`src/rtl/y_mux_rr_if.sv`:
```
`default_nettype none
// ============================================================================
// Module   : y_mux_rr_if
// Brief    : Channel-side and output-side handshake bundle for y_mux_rr.
// Revision : 1.0 - initial release
// ============================================================================
interface y_mux_rr_if #(
    parameter int WIDTH    = 8,
    parameter int CHANNELS = 4
);
    localparam int SELW = (CHANNELS > 1) ? $clog2(CHANNELS) : 1;

    logic                      mode;
    logic [CHANNELS-1:0]       in_valid;
    logic [CHANNELS*WIDTH-1:0] in_data;
    logic [CHANNELS-1:0]       in_ready;
    logic                      out_valid;
    logic [WIDTH-1:0]          out_data;
    logic [SELW-1:0]           out_ch;
    logic                      out_ready;

    modport master (
        output mode, in_valid, in_data, out_ready,
        input  in_ready, out_valid, out_data, out_ch
    );

    modport slave (
        input  mode, in_valid, in_data, out_ready,
        output in_ready, out_valid, out_data, out_ch
    );
endinterface
`default_nettype wire

```
`src/rtl/y_mux_rr.sv`:
```
`default_nettype none
// ============================================================================
// Module   : y_mux_rr
// Brief    : N-channel to 1 registered mux, fixed-priority or round-robin.
// Revision : 1.0 - initial release
// ============================================================================
module y_mux_rr #(
    parameter int WIDTH    = 8,
    parameter int CHANNELS = 4
) (
    input  wire logic   clk,
    input  wire logic   reset,
    y_mux_rr_if.slave   bus
);
    localparam int SELW = (CHANNELS > 1) ? $clog2(CHANNELS) : 1;

    logic             r_valid;
    logic [WIDTH-1:0] r_data;
    logic [SELW-1:0]  r_ch;
    logic [SELW-1:0]  r_ptr;

    logic                w_load;
    logic                w_any;
    logic                w_xfer;
    logic                w_hit;
    logic [SELW-1:0]     w_idx;
    logic [SELW-1:0]     w_gnt;
    logic [SELW-1:0]     w_ptr_nxt;
    logic [WIDTH-1:0]    w_data;
    logic [CHANNELS-1:0] w_ready;

    assign w_load = !r_valid | bus.out_ready;
    assign w_any  = |bus.in_valid;
    assign w_xfer = w_load & w_any & !reset;

    // Search order starts at r_ptr in round-robin mode, at 0 in fixed mode.
    always_comb begin
        w_gnt = '0;
        w_hit = 1'b0;
        w_idx = '0;
        for (int k = 0; k < CHANNELS; k++) begin
            w_idx = bus.mode ? SELW'((int'(r_ptr) + k) % CHANNELS) : SELW'(k);
            if (!w_hit && bus.in_valid[w_idx]) begin
                w_hit = 1'b1;
                w_gnt = w_idx;
            end
        end
    end

    always_comb begin
        w_data = '0;
        for (int c = 0; c < CHANNELS; c++) begin
            if (SELW'(c) == w_gnt) begin
                w_data = bus.in_data[c*WIDTH +: WIDTH];
            end
        end
    end

    always_comb begin
        w_ready = '0;
        if (w_xfer) begin
            w_ready[w_gnt] = 1'b1;
        end
    end

    assign w_ptr_nxt = (w_gnt == SELW'(CHANNELS - 1)) ? '0 : w_gnt + SELW'(1);

    always_ff @(posedge clk) begin
        if (reset) begin
            r_valid <= 1'b0;
            r_data  <= '0;
            r_ch    <= '0;
            r_ptr   <= '0;
        end else if (w_load) begin
            if (w_any) begin
                r_valid <= 1'b1;
                r_data  <= w_data;
                r_ch    <= w_gnt;
                r_ptr   <= w_ptr_nxt;
            end else begin
                // Drained with nothing to replace it: data/channel keep last value.
                r_valid <= 1'b0;
            end
        end
    end

    assign bus.in_ready  = w_ready;
    assign bus.out_valid = r_valid;
    assign bus.out_data  = r_data;
    assign bus.out_ch    = r_ch;
endmodule
`default_nettype wire

```
`src/flat_wrapper.sv`:
```
// flat-port wrapper written by rule: the top's interface ports become plain ports
module y_mux_rr_flat 
#(
    parameter int WIDTH    = 8,
    parameter int CHANNELS = 4
)
  (clk, reset, bus_mode, bus_in_valid, bus_in_data, bus_out_ready, bus_in_ready, bus_out_valid, bus_out_data, bus_out_ch);
  y_mux_rr_if #(.WIDTH(WIDTH), .CHANNELS(CHANNELS)) bus_i ();
  input  wire logic clk;
  input  wire logic reset;
  input wire logic [$bits(bus_i.mode)-1:0] bus_mode;
  input wire logic [$bits(bus_i.in_valid)-1:0] bus_in_valid;
  input wire logic [$bits(bus_i.in_data)-1:0] bus_in_data;
  input wire logic [$bits(bus_i.out_ready)-1:0] bus_out_ready;
  output wire logic [$bits(bus_i.in_ready)-1:0] bus_in_ready;
  output wire logic [$bits(bus_i.out_valid)-1:0] bus_out_valid;
  output wire logic [$bits(bus_i.out_data)-1:0] bus_out_data;
  output wire logic [$bits(bus_i.out_ch)-1:0] bus_out_ch;
  assign bus_i.mode = bus_mode;
  assign bus_i.in_valid = bus_in_valid;
  assign bus_i.in_data = bus_in_data;
  assign bus_i.out_ready = bus_out_ready;
  assign bus_in_ready = bus_i.in_ready;
  assign bus_out_valid = bus_i.out_valid;
  assign bus_out_data = bus_i.out_data;
  assign bus_out_ch = bus_i.out_ch;
  y_mux_rr #(.WIDTH(WIDTH), .CHANNELS(CHANNELS)) u_core (.clk(clk), .reset(reset), .bus(bus_i));
endmodule
```
`config.mk`:
```
export PLATFORM = sky130hd
export DESIGN_NAME = y_mux_rr_flat
export DESIGN_NICKNAME = d
export VERILOG_FILES = /design/src/rtl/y_mux_rr_if.sv /design/src/rtl/y_mux_rr.sv /design/src/flat_wrapper.sv
export SDC_FILE = /design/constraint.sdc
export NUM_CORES = 1
export LEC_CHECK = 0
export BUFFER_PORTS_ARGS = -buffer_cell sky130_fd_sc_hd__buf_2
export CAP_MARGIN = 10
export CORE_MARGIN = 2
export CORE_UTILIZATION = 47
export CTS_CLUSTER_DIAMETER = 60
export DETAILED_ROUTE_END_ITERATION = 6
export PLACE_DENSITY = 0.8
export SYNTH_ARGS = -nofsm -noshare
export SYNTH_HDL_FRONTEND = slang
export SYNTH_SLANG_ARGS = --single-unit
```
`constraint.sdc`:
```
create_clock -name clk -period 5.65 [get_ports clk]
set_input_delay 0.565 -clock clk [delete_from_list [all_inputs] [get_ports clk]]
set_output_delay 0.565 -clock clk [all_outputs]
set_load 0.005 [all_outputs]
```
==> metrics <==
drt wl/cell 13.9 um; Hold Vio Cnt, Final 0; worst skew pair latency about 0.27 ns; synth top area cells dfxtp_1 26%, a221oi_1 7.9%, a211oi_1 6.8%; Die ar. 2520 um^2; Clock Pin Slew Worst Setup and Hold Paths roughly 0.07 ns; dominant cell type by area after synthesis dfxtp_1; Setup TNS Final 0 ns; Max clock buf depth 2; vias per inst 5.38; clock sinks 13; Async SR Flop Fraction 0; WP data required 5.09 ns; clock buffer count from CTS 3; Final Routed Wirelength around 2800 um; status finished, final reports clean; Fillers 180; CP Launch Type register; cts repair resizes 0; Clock Tree Root clkbuf_4; fin area 1270 um^2; Final Util 0.643; Worst Clk Skew a little under 0.004 ns; synth cell count leaders 13 x dfxtp_1, 13 x nor2_1, 11 x a21oi_1, 10 x inv_1, 10 x nor3_1; Static Leak 0.000652 uW; Initial Utilization 0.505; min cycle time layout roughly 3 ns; crit end category output pin; max_slew headroom 0.366; Synth Warn # 0; area of the core 1980 um^2; Antenna Nets Post-Route 0; CTS tree done; share of layout cells above drive strength 1 0.375; Buffers on Ports 54; Synth cell types 35; number of synthesized register bits 13; Rows 16; HPWL Detailed 2170 um; combinational share of power 0.427; H-tree depth 1; remaining design rule violation count 0; Post-DP Area between 1000 and 1500 um^2; Max Freq ~330 MHz; CTS Hold Bufs 0; vias in the first global route 1055; Net Sw Power 104 uW; final worst path period share 0.536; Die W roughly 50 um; Setup CP Type register to output pin; height of the die 50.2 um; DR pass1 iterations 4; IO Count 55; Post-Synthesis Cells around 130; Reg2Reg Setup Slack 2.93 ns; DR iter-0 viols 25; gpl congestion 0.903; CP max FO 17; Syn Area/Cell 7.82 um^2; first-pass GRT wire length 4640 um; Hold Crit Class register to register; PD cells 231 nW/um^2; actual slew at the worst max-slew pin roughly 0.95 ns; pin count of the biggest net entering global routing 18; Seq/Total Area, Yosys 0.260; DR vias between 1000 and 1500; Post-synth EDFFs 0; switching share of power 0.355; Final Max Tran Viols 0; unrepaired setup endpoints after global routing false; final setup fails 0; GRT Total Usage 0.238; Int Power 190 uW; Max-cap violations 0; prevailing post-synth register cell dfxtp_1; post-synth top area share 0.260; initial antenna violation count 0; peak supply drop 174 uV; Seq pwr share 0.385; GRT overflow 0; syn nets around 170; Clock Power Share 0.189; nets@finish 221; ANT cells 0; WP data arrival approximately 2.5 ns; # Post-CTS Setup Buffers 0; P&R area growth vs syn 27.2%; Post-Syn Area 1000 um^2
==> layout by cell type (no fill, tap or decap), types with 2 or more instances in the layout <==
cell type and n:
a211oi_1 9, a211oi_2 2, a21oi_1 11, a221oi_1 9, and3_1 5, buf_2 54
clkbuf_4 3, dfxtp_1 13, ha_1 4, inv_1 10, nand2_1 4, nand2b_1 3
nand3b_1 8, nor2_1 13, nor3_1 10
==> cell type report <==
| type | count | area [um^2] | area share |
|---|---|---|---|
| inverter | 11 | 41.3 | 0.0324 |
| clock buffer | 4 | 26.3 | 0.0206 |
| sequential | 13 | 260 | 0.204 |
| timing repair buffer | 54 | 270 | 0.212 |
| tap | 27 | 33.8 | 0.0265 |
| multi-input combinational | 94 | 642 | 0.504 |
==> metal layers <==
metal	up-vias	share of wire	routed length (um)	track usage
li1	567	-	-	-
met1	484	0.47	1330	0.326
met2	38	0.46	1300	0.375
met3	4	0.053	148	0.0417
met4	0	0.013	37	0.0833
met5	-	0	0	0
==> worst max-delay path, cell delays in order, from the launching register on <==
cell	delay [ns]
dfxtp_1	0.50
o211ai_1	0.15
a221oi_1	0.44
a211oi_2	0.12
inv_1	0.11
ha_1	0.51
and3_1	0.25
buf_2	0.11
==> metrics by stage <==
| stage | hold WS (ns) | power [uW] | cells | setup slack (ns) |
|---|---|---|---|---|
| 2_1_floorplan | 0.484 | 196 | 128 | 2.96 |
| 3_3_place_gp | 0.476 | 234 | 199 | 2.72 |
| 3_5_place_dp | 0.479 | 239 | 199 | 2.68 |
| 4_1_cts | 0.491 | 296 | 203 | 2.64 |
| 5_1_grt | 0.518 | 315 | 203 | 2.46 |
| 6_report | 0.491 | 295 | 203 | 2.62 |
==> power by group through the flow <==
stage               Combinational (uW)  Clock, uW  Sequential [uW]
floorplan                         83.1          0              113
global placement                   120          0              114
detailed placement                 124          0              115
CTS                                125       57.9              113
global route                       139       61.4              115
finish                             126       55.6              113
==> path summary, 6_finish.rpt <==
check | startpoint | to | depth (start not counted)
setup / recovery | u_core.r_ptr[0] | bus_in_ready[3] | 7
setup reg to reg | u_core.r_ptr[0] | u_core.bus.out_data[4] | 9
hold / removal | u_core.bus.out_data[3] | u_core.bus.out_data[3] | 2
hold reg to reg | u_core.bus.out_data[3] | u_core.bus.out_data[3] | 2
==> cells by family after synthesis <==
| logic type | count (synthesis) | synth area share |
|---|---|---|
| AOI/OAI and AO/OA | 39 | 0.300 |
| adders and majority gates | 4 | 0.0500 |
| xor gates and xnor gates | 1 | 0.00875 |
| buffers and inverters | 21 | 0.0987 |
| DFF | 13 | 0.260 |
| and+or+nand+nor | 50 | 0.283 |
==> sequential cells by signal, indices dropped and copies added, names as in the netlist <==
| register | count |
|---|---|
| u_core.bus.out_data | 8 |
| u_core.bus.out_ch | 2 |
| u_core.bus.out_valid | 1 |
| u_core.r_ptr | 2 |
Note: power is estimated with default switching activity, not from simulation.
